## config.mk

```make
export PLATFORM = sky130hd
export DESIGN_NAME = mem_stream_reader
export DESIGN_NICKNAME = d
export VERILOG_FILES = /design/src/rtl/mem_stream_reader.sv
export SDC_FILE = /design/constraint.sdc
export NUM_CORES = 1
export LEC_CHECK = 0
export ABC_AREA = 1
export CORE_ASPECT_RATIO = 1.75
export CORE_MARGIN = 2
export CORE_UTILIZATION = 40
export DETAILED_ROUTE_END_ITERATION = 12
export GPL_TIMING_DRIVEN = 1
export RECOVER_POWER = 25
export SKIP_CTS_REPAIR_TIMING = 1
export SLEW_MARGIN = 20
export SYNTH_ARGS = -nofsm -noshare
export SYNTH_HDL_FRONTEND = slang
export SYNTH_SLANG_ARGS = --single-unit
```

## constraint.sdc

```tcl
create_clock -name clk -period 3.05 [get_ports clk]
set_clock_uncertainty 0.2 [all_clocks]
set_input_delay 0.305 -clock clk [delete_from_list [all_inputs] [get_ports clk]]
set_output_delay 0.305 -clock clk [all_outputs]
set_load 0.02 [all_outputs]
```

## src/rtl/mem_stream_reader.sv

```systemverilog
`default_nettype none
// ============================================================================
// Module   : mem_stream_reader
// Brief    : Reads a contiguous block of words from a 1-cycle-latency on-chip
//            memory and streams them out over a valid/ready interface through
//            a small first-word-fall-through buffer.
// Options  : MEM_STREAM_READER_CHECKSUM_EN adds a 32-bit running checksum
//            output of all words accepted downstream.
// Revision : 1.0 - initial release
// ============================================================================
module mem_stream_reader #(
    parameter int ADDR_W     = 9,
    parameter int MEM_WORDS  = 342,
    parameter int FIFO_DEPTH = 4
) (
    input  logic              clk,
    input  logic              reset_n,
    input  logic              start,
    input  logic [ADDR_W-1:0] base_addr,
    input  logic [ADDR_W:0]   length,
    output logic              busy,
    output logic              done,
    output logic              err,
    output logic [ADDR_W-1:0] mem_address,
    output logic              mem_chipselect,
    output logic              mem_write,
    output logic [3:0]        mem_byteenable,
    output logic              mem_clken,
    output logic [31:0]       mem_writedata,
    input  logic [31:0]       mem_readdata,
    output logic [31:0]       src_data,
    output logic              src_valid,
    input  logic              src_ready,
    output logic              src_last
`ifdef MEM_STREAM_READER_CHECKSUM_EN
    ,
    output logic [31:0]       checksum
`endif
);

    localparam int c_PTR_W = (FIFO_DEPTH > 1) ? $clog2(FIFO_DEPTH) : 1;
    localparam int c_CNT_W = c_PTR_W + 1;
    localparam int c_END_W = ADDR_W + 2;

    localparam logic [c_CNT_W-1:0] c_DEPTH     = c_CNT_W'(FIFO_DEPTH);
    localparam logic [c_END_W-1:0] c_MEM_WORDS = c_END_W'(MEM_WORDS);
    localparam logic [ADDR_W-1:0]  c_ONE_ADDR  = 1;
    localparam logic [ADDR_W:0]    c_ONE_LEN   = 1;
    localparam logic [c_PTR_W-1:0] c_ONE_PTR   = 1;
    localparam logic [c_CNT_W-1:0] c_ONE_CNT   = 1;

    typedef enum logic [1:0] {
        S_IDLE  = 2'd0,
        S_READ  = 2'd1,
        S_DRAIN = 2'd2
    } state_t;

    // Control state
    state_t              state_q, state_d;
    logic [ADDR_W-1:0]   addr_q, addr_d;
    logic [ADDR_W:0]     remain_q, remain_d;
    logic                err_q, err_d;
    logic                inflight_q, inflight_d;
    logic                inflight_last_q, inflight_last_d;

    // Output buffer
    logic [31:0]         fifo_data_q [FIFO_DEPTH];
    logic                fifo_last_q [FIFO_DEPTH];
    logic [c_PTR_W-1:0]  wr_ptr_q, wr_ptr_d;
    logic [c_PTR_W-1:0]  rd_ptr_q, rd_ptr_d;
    logic [c_CNT_W-1:0]  count_q, count_d;

    // Combinational helpers
    logic                w_issue;
    logic                w_accept;
    logic                w_fifo_empty;
    logic                w_push;
    logic                w_pop;
    logic                w_pop_fifo;
    logic [31:0]         w_head_data;
    logic                w_head_last;
    logic [c_CNT_W-1:0]  w_level;
    logic [c_END_W-1:0]  w_range_end;
    logic                w_start_bad;

    // Write side of the memory port is never used
    assign mem_write      = 1'b0;
    assign mem_writedata  = 32'd0;
    assign mem_byteenable = 4'hF;
    assign mem_clken      = 1'b1;

    assign mem_address    = addr_q;
    assign mem_chipselect = w_issue;
    assign busy           = (state_q != S_IDLE);
    assign err            = err_q;

    // A start is refused for an empty transfer or one running past the memory end
    assign w_range_end = {2'b00, base_addr} + {1'b0, length};
    assign w_start_bad = (length == '0) || (w_range_end > c_MEM_WORDS);

    // Words buffered plus the word coming back from memory; bounds read issue
    assign w_level = count_q + c_CNT_W'(inflight_q);

    // The word returning from memory is visible at the head in its arrival
    // cycle when the buffer is empty, so data reaches the output without an
    // extra buffering cycle.
    assign w_fifo_empty = (count_q == '0);
    assign w_head_data  = w_fifo_empty ? mem_readdata    : fifo_data_q[rd_ptr_q];
    assign w_head_last  = w_fifo_empty ? inflight_last_q : fifo_last_q[rd_ptr_q];

    assign src_valid = ~w_fifo_empty | inflight_q;
    assign src_data  = src_valid ? w_head_data : 32'd0;
    assign src_last  = src_valid & w_head_last;

    assign w_pop      = src_valid & src_ready;
    assign w_pop_fifo = w_pop & ~w_fifo_empty;
    // An arriving word consumed straight from the bypass is never stored
    assign w_push     = inflight_q & ~(w_fifo_empty & w_pop);

    assign done = w_pop & w_head_last & (state_q == S_DRAIN);

    // Transfer sequencing: accept/reject start, issue reads, wait for drain
    always_comb begin
        state_d  = state_q;
        addr_d   = addr_q;
        remain_d = remain_q;
        err_d    = 1'b0;
        w_issue  = 1'b0;
        w_accept = 1'b0;
        case (state_q)
            S_IDLE: begin
                if (start) begin
                    if (w_start_bad) begin
                        err_d = 1'b1;
                    end else begin
                        w_accept = 1'b1;
                        state_d  = S_READ;
                        addr_d   = base_addr;
                        remain_d = length;
                    end
                end
            end
            S_READ: begin
                if (w_level < c_DEPTH) begin
                    w_issue  = 1'b1;
                    addr_d   = addr_q + c_ONE_ADDR;
                    remain_d = remain_q - c_ONE_LEN;
                    if (remain_q == c_ONE_LEN) begin
                        state_d = S_DRAIN;
                    end
                end
            end
            S_DRAIN: begin
                if (w_pop && w_head_last) begin
                    state_d = S_IDLE;
                end
            end
            default: begin
                state_d = S_IDLE;
            end
        endcase
    end

    // Read-in-flight tracking and buffer pointer/occupancy update
    always_comb begin
        inflight_d      = w_issue;
        inflight_last_d = w_issue & (remain_q == c_ONE_LEN);
        wr_ptr_d        = w_push     ? (wr_ptr_q + c_ONE_PTR) : wr_ptr_q;
        rd_ptr_d        = w_pop_fifo ? (rd_ptr_q + c_ONE_PTR) : rd_ptr_q;
        count_d         = count_q;
        case ({w_push, w_pop_fifo})
            2'b10:   count_d = count_q + c_ONE_CNT;
            2'b01:   count_d = count_q - c_ONE_CNT;
            default: count_d = count_q;
        endcase
    end

    // Control and pointer registers; reset also cancels any read in flight
    always_ff @(posedge clk or negedge reset_n) begin
        if (!reset_n) begin
            state_q         <= S_IDLE;
            addr_q          <= '0;
            remain_q        <= '0;
            err_q           <= 1'b0;
            inflight_q      <= 1'b0;
            inflight_last_q <= 1'b0;
            wr_ptr_q        <= '0;
            rd_ptr_q        <= '0;
            count_q         <= '0;
        end else begin
            state_q         <= state_d;
            addr_q          <= addr_d;
            remain_q        <= remain_d;
            err_q           <= err_d;
            inflight_q      <= inflight_d;
            inflight_last_q <= inflight_last_d;
            wr_ptr_q        <= wr_ptr_d;
            rd_ptr_q        <= rd_ptr_d;
            count_q         <= count_d;
        end
    end

    // Buffer storage; contents are masked at the output while empty
    always_ff @(posedge clk) begin
        if (w_push) begin
            fifo_data_q[wr_ptr_q] <= mem_readdata;
            fifo_last_q[wr_ptr_q] <= inflight_last_q;
        end
    end

`ifdef MEM_STREAM_READER_CHECKSUM_EN
    logic [31:0] sum_q;

    // Including the word accepted this cycle makes the total visible with done
    assign checksum = sum_q + (w_pop ? w_head_data : 32'd0);

    // Running sum of accepted words, restarted by each accepted start
    always_ff @(posedge clk or negedge reset_n) begin
        if (!reset_n) begin
            sum_q <= 32'd0;
        end else if (w_accept) begin
            sum_q <= 32'd0;
        end else if (w_pop) begin
            sum_q <= sum_q + w_head_data;
        end
    end
`endif

endmodule
`default_nettype wire

```

## Word-level counts from Yosys, hierarchy flattened

Memories as Yosys holds them, arrays and structs flattened.
Index checks and enable logic that the tools add are counted.

| word-level totals | value |
|---|---|
| input bits | 55 |
| register bits after elaboration | 31 |
| memory bits (writable) | 132 |
| memories kept | 2 |
| output and inout bits | 85 |
| logic and storage cells | 77 |

Memory list:

| memory | words | bits a word | read ports | clocked after Yosys merged registers in | wr ports | RTL line | RTL |
|---|---|---|---|---|---|---|---|
| fifo_data_q | 4 | 32 | 1 | 0 | 1 | 67 | `logic [31:0] fifo_data_q [FIFO_DEPTH];` |
| fifo_last_q | 4 | 1 | 1 | 0 | 1 | 68 | `logic fifo_last_q [FIFO_DEPTH];` |

| cells by class | value |
|---|---|
| bitwise operators | 11 |
| $add $sub $neg | 8 |
| equality and inequality tests | 10 |
| order comparisons | 2 |
| reduce and logical (&&, ||, !) cells | 10 |
| multiplexer cells | 25 |

Operators by type and width:

| cell | number |
|---|---|
| $mux 32 | 2 |
| $mux 10 | 3 |
| $mux 9 | 3 |
| $pmux 10 s2 | 1 |
| $pmux 9 s2 | 1 |
| $add 9x10->11 | 1 |
| $gt 11x9->1 const B | 1 |
| $eq 10x1->1 const B | 1 |
| $logic_not 10->1 | 1 |
| $mux 2 | 5 |
| $sub 10x1->10 const B | 1 |
| $add 9x1->9 const B | 1 |
| $and 1x1->1 | 8 |
| $mux 1 | 8 |
| $ne 2x2->1 const B | 4 |
| $pmux 2 s3 | 1 |
| $pmux 3 s2 | 1 |
| $reduce_bool 2->1 | 3 |
| $reduce_and 5->1 | 1 |
| $add 2x1->2 const B | 2 |
| $eq 2x1->1 const B | 2 |
| $eq 2x2->1 const B | 2 |
| $reduce_and 4->1 | 1 |
| $add 3x1->3 | 1 |
| 10 further kinds | 11 |

## Logic depth before layout (Yosys ltp)

Gate-level depths: netlist (run 1).

| logic depth | value |
|---|---|
| depth after elaboration | 9 |
| depth in mapped cells | 17 |
| depth with buffers taken out | 16 |

## Worst setup path before layout (run 1)

Ideal clock, no wire load.

| path | value |
|---|---|
| path type | register to register |
| from | reg count_q[0] |
| to | mem fifo_data_q[0][0] (enable) |
| setup time | 0.423 ns |
| period minus slack after synthesis | 2.761 ns |
| buffers on the path | 0 |
| arrival | 2.138 ns |
| slack | 0.289 ns |
| cell stages (with the launch flop) | 5 |
| required time | 2.427 ns |
| path through | dfrtp_1 -> nor3_4 -> inv_2 -> o21ai_2 -> nor2_1 |

| between the ends | value |
|---|---|
| longest elaborated chain between the ends | 9 |

Ends and longest elaborated chain:

| what | RTL line | RTL |
|---|---|---|
| from (decl) | 71 | `logic [c_CNT_W-1:0] count_q, count_d;` |
| from (signal assigned) | 199 | `count_q <= count_d;` |
| $logic_not 3->1 (*) | 107 | `assign w_fifo_empty = (count_q == '0);` |
| $not 1->1 | 111 | `assign src_valid = ~w_fifo_empty \| inflight_q;` |
| $or 1x1->1 | 111 |  |
| $and 1x1->1 | 115 | `assign w_pop = src_valid & src_ready;` |
| $and 1x1->1 (*) | 118 | `assign w_push = inflight_q & ~(w_fifo_empty & w_pop);` |
| $not 1->1 (*) | 118 |  |
| $and 1x1->1 (*) | 118 |  |
| $mux 1 (*) | 205 | `if (w_push) begin` |
| $mux 1 (implied by the code) (*) | 206 | `fifo_data_q[wr_ptr_q] <= mem_readdata;` |
| to (decl) | 67 |  |

Mark *: on every way between the ends. The rest lies on a longest branch, timed or not.

## Worst setup path in the final report (run 1)

| path | value |
|---|---|
| from | reg count_q[0] |
| to | out src_data[27] |

| between the ends | value |
|---|---|
| longest elaborated chain between the ends | 4 |
| elaborated cells between the ends (all ways) | 5 |
| those cells by class | mux: 2; bitwise: 2; reduce/logical: 1 |

Ends and longest elaborated chain:

| what | RTL line | RTL |
|---|---|---|
| $logic_not 3->1 (*) | 107 |  |
| $not 1->1 | 111 |  |
| $or 1x1->1 | 111 |  |
| $mux 32 (*) | 112 | `assign src_data = src_valid ? w_head_data : 32'd0;` |
| to (decl) | 31 | `output logic [31:0] src_data,` |

Marked as above.

==> impl_metrics.json, run 1 <==
{
  "htreeDepth": 4,
  "worstPathArrival_ps": 2400,
  "drt-wirelength-per-cell_um": 16.54,
  "required_ps": 2540,
  "syn_area_um2": 8188,
  "fp-row-count": 69,
  "overflow": 0,
  "crit_type": "flop to primary output",
  "flow.area_growth_from_synthesis_pct": 24.25,
  "tightestPinTransition_ps": 1750,
  "clk_pin_slew_worst_paths_ps": 60,
  "io_pins": 140,
  "synth_top_area_cell": "edfxtp_1",
  "wirelength_um": 19940,
  "ys_types": 38,
  "cts.sinks": 163,
  "yosys_warnings": 0,
  "ys_seq_area_share_pct": 57.89,
  "drc": 0,
  "leakagePower_uw": 0.004164,
  "antenna_found_initial": 2,
  "vias_per_cell": 5.138,
  "rsz0062_at_grt": "false",
  "syn_avg_cell_area_um2": 9.759,
  "synth_area_leaders": "edfxtp_1 (48%), dfrtp_1 (9.5%), o21ai_0 (5.2%)",
  "slew_headroom_pct": -16.69,
  "synth_cells": 839,
  "setup_tns_ps": 0,
  "die_h_um": 193.3,
  "grt_usage_pct": 18.74,
  "grt_pass1_vias": 6214,
  "synth_seq_cells": 163,
  "end_kind": "primary output",
  "dr.pass1.iters": 4,
  "numCtsBuffers": 17,
  "grt_max_degree": 42,
  "fp.coreArea_um2": 20200,
  "startpoint_type": "flop",
  "period_share_pct": 95.15,
  "setup_viol": 0,
  "cts_buffer_depth": 2,
  "hp-class": "flop to flop",
  "drv_slew": 32,
  "finalPower_uw": 11300,
  "initial_core_util_pct": 40.53,
  "drive_gt1_share_pct": 7.958,
  "grt_first_pass_wirelength_um": 31900,
  "cts_root_buffer": "clkbuf_16",
  "gp_congestion": 0.9213,
  "die_w_um": 112.2,
  "cts_tree": "done",
  "path_max_fanout": 14,
  "dieArea_um2": 21670,
  "peakVddDrop_v": 0.0006021,
  "post-place-ws_ps": 13.61,
  "max_freq_mhz": 344.6,
  "port_buffers": 101,
  "drv_cap": 1,
  "vias": 6191,
  "postRouteAntennaNets": 0,
  "powerDensity_nw_per_um2": 1111,
  "fillers": 1845,
  "status": "complete, but fails checks",
  "synth_top_area_share_pct": 48.41,
  "layout.nets": 1016,
  "drt_iter0_markers": 366,
  "dp_hpwl_um": 13320,
  "hold_violations": 0,
  "violations": "max-capacitance violations, max-slew violations",
  "worst_slack_ps": 147.8,
  "insertion_delay_ps": 420,
  "fin_crit_ps": 2902
}
## critical path, stage by stage (launching register included)
cell,delay [ps]
dfrtp_1,440
nor3_4,70
inv_2,210
buf_4,290
a21oi_1,60
o21bai_1,160
inv_1,130
clkdlybuf4s50_1,620
## cell families (layout without fill, tap and decap cells)
logic type / count (synthesis) / count (layout) / synth area share, %
other cells: 2 / 40 / 0.09172
xor+xnor: 10 / 10 / 1.070
buf+inv: 167 / 247 / 9.581
compound gates: 206 / 206 / 14.41
fa+ha+maj: 19 / 19 / 3.087
simple gates: 272 / 272 / 13.88
flops: 163 / 163 / 57.89
## sequential cells by signal (all words and copies together) (netlist names)
name,flops
err,1
fifo_data_q,128
fifo_last_q,4
rd_ptr_q,2
inflight_q,1
state_q,2
count_q,3
remain_q,10
wr_ptr_q,2
mem_address,9
inflight_last_q,1
## metrics by stage
| step | std cells | hold slack [ps] | util [%] | area (µm²) |
|---|---|---|---|---|
| after detailed placement | 1170 | 323.3 | 46.89 | 9473 |
| after CTS | 1202 | 86.30 | 50.11 | 10120 |
| after global placement | 1170 | 306.6 | 46.89 | 9473 |
| after floorplan | 875 | -190.6 | - | 8323 |
| final | 1205 | 332.4 | 50.36 | 10170 |
| after global routing | 1203 | 353.5 | 50.33 | 10170 |
## metal layers
layer / wire length, µm / global-route usage [%] / up-vias
met5: 13 / 0 / -
met2: 11260 / 35.25 / 185
li1: - / - / 3002
met4: 505 / 8.040 / 2
met1: 7326 / 19.95 / 2970
met3: 825 / 3.665 / 32
## worst paths after layout
kind / start / endpoint / slack, ps / depth (start not counted)
max reg2reg: count_q[0] / count_q[2] / 660 / 9
max: count_q[0] / src_data[27] / 150 / 7
max in group asynchronous: reset_n / rd_ptr_q[0] / 810 / 2
min in group asynchronous: reset_n / remain_q[7] / 680 / 2
min reg2reg: inflight_last_q / fifo_last_q[3] / 330 / 0
min: inflight_last_q / fifo_last_q[3] / 330 / 0
## cell usage after synthesis, drive strengths merged
| library cell | instances |
|---|---|
| o211ai | 1 |
| ha | 17 |
| nand4 | 6 |
| nand2 | 115 |
| o21bai | 32 |
| nor2 | 102 |
| edfxtp | 132 |
| conb | 2 |
| a31o | 1 |
| buf | 43 |
| o22ai | 34 |
| a21boi | 1 |
| nor3 | 4 |
| nand3 | 41 |
| inv | 91 |
| or2 | 4 |
| xnor2 | 2 |
| a21oi | 44 |
| xor2 | 8 |
| o21ai | 87 |
| dfrtp | 31 |
| fa | 2 |
| a21o | 1 |
| clkbuf | 33 |
| a31oi | 4 |
| a22oi | 1 |
## area by class of cell
type	count	area, µm²	share of cell area [%]
Clock inverter	8	103.9	1.021
Sequential cell	163	4742	46.61
Tap cell	248	310.3	3.050
Multi-Input combinational cell	545	2829	27.81
Antenna cell	2	5.005	0.04919
Timing Repair Buffer	124	1291	12.69
Inverter	91	345.3	3.394
Clock buffer	24	546.8	5.374
## where the power goes
| part | switching, µW | internal (µW) | total [µW] |
|---|---|---|---|
| Clock | 837 | 1430 | 2270 |
| Combinational | 3430 | 2230 | 5670 |
| Sequential | 292 | 3080 | 3370 |
## layout by cell type (no fill, tap or decap), types with 4 or more instances in the layout
cell type,netlist,final
edfxtp_1,132,132
nand2_1,112,112
nor2_1,100,96
o21ai_0,85,85
inv_1,85,84
clkdlybuf4s50_1,0,77
a21oi_1,43,43
nand3_1,40,40
conb_1,2,38
o22ai_1,34,34
o21bai_1,32,32
dfrtp_1,31,29
clkbuf_16,0,21
dlygate4sd3_1,0,21
ha_1,17,17
buf_4,39,13
xor2_1,8,8
buf_12,0,8
inv_2,6,6
nand4_1,6,6
nor2_4,0,4
a31oi_1,4,4
(Power assumes the default switching activity.)
==> inputs of run 2 (changes only) <==
--- a/config.mk
+++ b/config.mk
@@ -12,6 +12,7 @@
 export DETAILED_ROUTE_END_ITERATION = 12
 export GPL_TIMING_DRIVEN = 1
 export RECOVER_POWER = 25
+export REMOVE_ABC_BUFFERS = 1
 export SKIP_CTS_REPAIR_TIMING = 1
 export SLEW_MARGIN = 20
 export SYNTH_ARGS = -nofsm -noshare
==> impl_metrics.json, run 2 (synthesized netlist as in run 1, its figures left out) <==
{
  "flow.area_growth_from_synthesis_pct": 22.30,
  "startpoint_type": "flop",
  "path_max_fanout": 32,
  "crit_slowest_cell": "clkdlybuf4s50_1",
  "dieArea_um2": 21670,
  "numCtsBuffers": 17,
  "violations": "max-capacitance violations, max-slew violations",
  "cts_tree": "done",
  "hp-class": "flop to flop",
  "cts_buffer_depth": 2,
  "dp_hpwl_um": 13190,
  "drc": 0,
  "peakVddDrop_v": 0.0006249,
  "rsz0062_at_grt": "false",
  "vias_per_cell": 5.105,
  "die_h_um": 193.3,
  "largest_reg_flops": 128,
  "htreeDepth": 4,
  "postRouteAntennaNets": 0,
  "period_share_pct": 95.57,
  "grt_max_degree": 34,
  "tightestPinTransition_ps": 1781,
  "vias": 6157,
  "path_buf_inv": 4,
  "grt_usage_pct": 18.08,
  "top_register": "fifo_data_q",
  "clk_pin_slew_worst_paths_ps": 70,
  "status": "complete, but fails checks",
  "final_cells": 1206,
  "grt_pass1_vias": 5941,
  "gp_congestion": 0.8417,
  "drt-wirelength-per-cell_um": 16.05,
  "finalPower_uw": 10920,
  "crit_type": "flop to primary output",
  "overflow": 0,
  "antenna_found_initial": 1,
  "io_pins": 140,
  "layout.nets": 1019,
  "crit_family": "buffers and inverters",
  "cp_cell_sequence": "inv_1 > buf_6 > o21ai_0 > o22ai_1 > o21bai_1 > inv_1 > clkdlybuf4s50_1",
  "slew_headroom_pct": -18.70,
  "layout_commonest_cell": "edfxtp_1",
  "n_antenna_cell": 0,
  "drv_cap": 1,
  "fp-row-count": 69,
  "cts.sinks": 163,
  "place_inst": 1174,
  "worstPathArrival_ps": 2410,
  "hold_violations": 0,
  "setup_viol": 0,
  "cts_root_buffer": "clkbuf_16",
  "cp_slowest_stage_delay_ps": 590,
  "fp.coreArea_um2": 20200,
  "initial_core_util_pct": 40.53,
  "critPathMostFrequentCell": "inv_1",
  "required_ps": 2540,
  "drv_slew": 32,
  "port_buffers": 101,
  "die_w_um": 112.2,
  "max_freq_mhz": 343.1,
  "grt_first_pass_wirelength_um": 30980,
  "dr.pass1.iters": 5,
  "powerDensity_nw_per_um2": 1090,
  "drive_gt1_share_pct": 8.142,
  "most-common-layout-cells": "edfxtp_1 (132), nand2_1 (112), nor2_1 (96)",
  "fin_crit_ps": 2915,
  "drt_iter0_markers": 340,
  "leakagePower_uw": 0.004106,
  "wirelength_um": 19350,
  "end_kind": "primary output",
  "insertion_delay_ps": 420
}
==> run 2: cell types whose count changed in the layout (fill, tap and decap cells not counted), sizes merged <==
cell           delta
clkbuf            -6
clkinv            +6
inv               +4
buf               +3
dlygate4sd3       +3
bufinv            -2
clkinvlp          -2
diode             -2
dlymetal6s2s      -2
clkdlybuf4s50     -1
==> run 2: power by group <==
group	leakage [µW]	switching (µW)	total, µW	internal, µW
Clock	0.000287	967	2070	1100
Combinational	0.00223	3360	5500	2140
Sequential	0.00159	276	3350	3070
==> run 2: layer usage <==
metal  global-route usage (%)  wire length (µm)  vias to the layer above
li1                         -                 -                     3003
met1                    20.15              7335                     2957
met2                    34.09             10980                      169
met3                    2.632               660                       26
met4                    6.956               359                        2
met5                        0                11                        -
==> run 2: final timing paths <==
path	end	from	cells after the start	slack [ps]
worst min register to register	fifo_last_q[2]	inflight_last_q	0	330
max in group asynchronous	rd_ptr_q[0]	reset_n	2	790
worst min-delay path	fifo_last_q[2]	inflight_last_q	0	330
worst max register to register	count_q[2]	count_q[1]	9	760
min in group asynchronous	err	reset_n	2	690
worst max-delay path	src_data[26]	rd_ptr_q[0]	7	140
==> run 2: through the flow <==
step	TNS, ps	hold WS, ps	instance area, µm²	util (%)	worst slack [ps]
after global routing	0	337.7	10010	49.57	22.95
after CTS	0	79.06	10010	49.54	68.33
after detailed placement	0	312.9	9420	46.63	70.03
after global placement	0	315.1	9420	46.63	139.8
after floorplan	-24080	-190.6	7880	-	-367.1
final	0	325.8	10010	49.57	135.2
==> run 2: worst register-to-register path: cells and delay by family (launching register included) <==
kind                     cells  cell delay, ps
AND/OR/NAND/NOR              1             270
buffers and inverters        2             160
adder cells (fa/ha/maj)      2             530
XOR/XNOR                     1             150
flip-flops                   1             430
AO/OA/AOI/OAI                3             420
==> run 2: cell type report <==
class | instances | area, µm²
clock buffers | 18 | 429.2
clock inverters | 14 | 157.7
fillers | 1911 | 10190
inverters | 91 | 341.6
multi-input cells | 545 | 2809
flip-flops and latches | 163 | 4741
well taps | 248 | 310.3
repair buffers | 127 | 1225
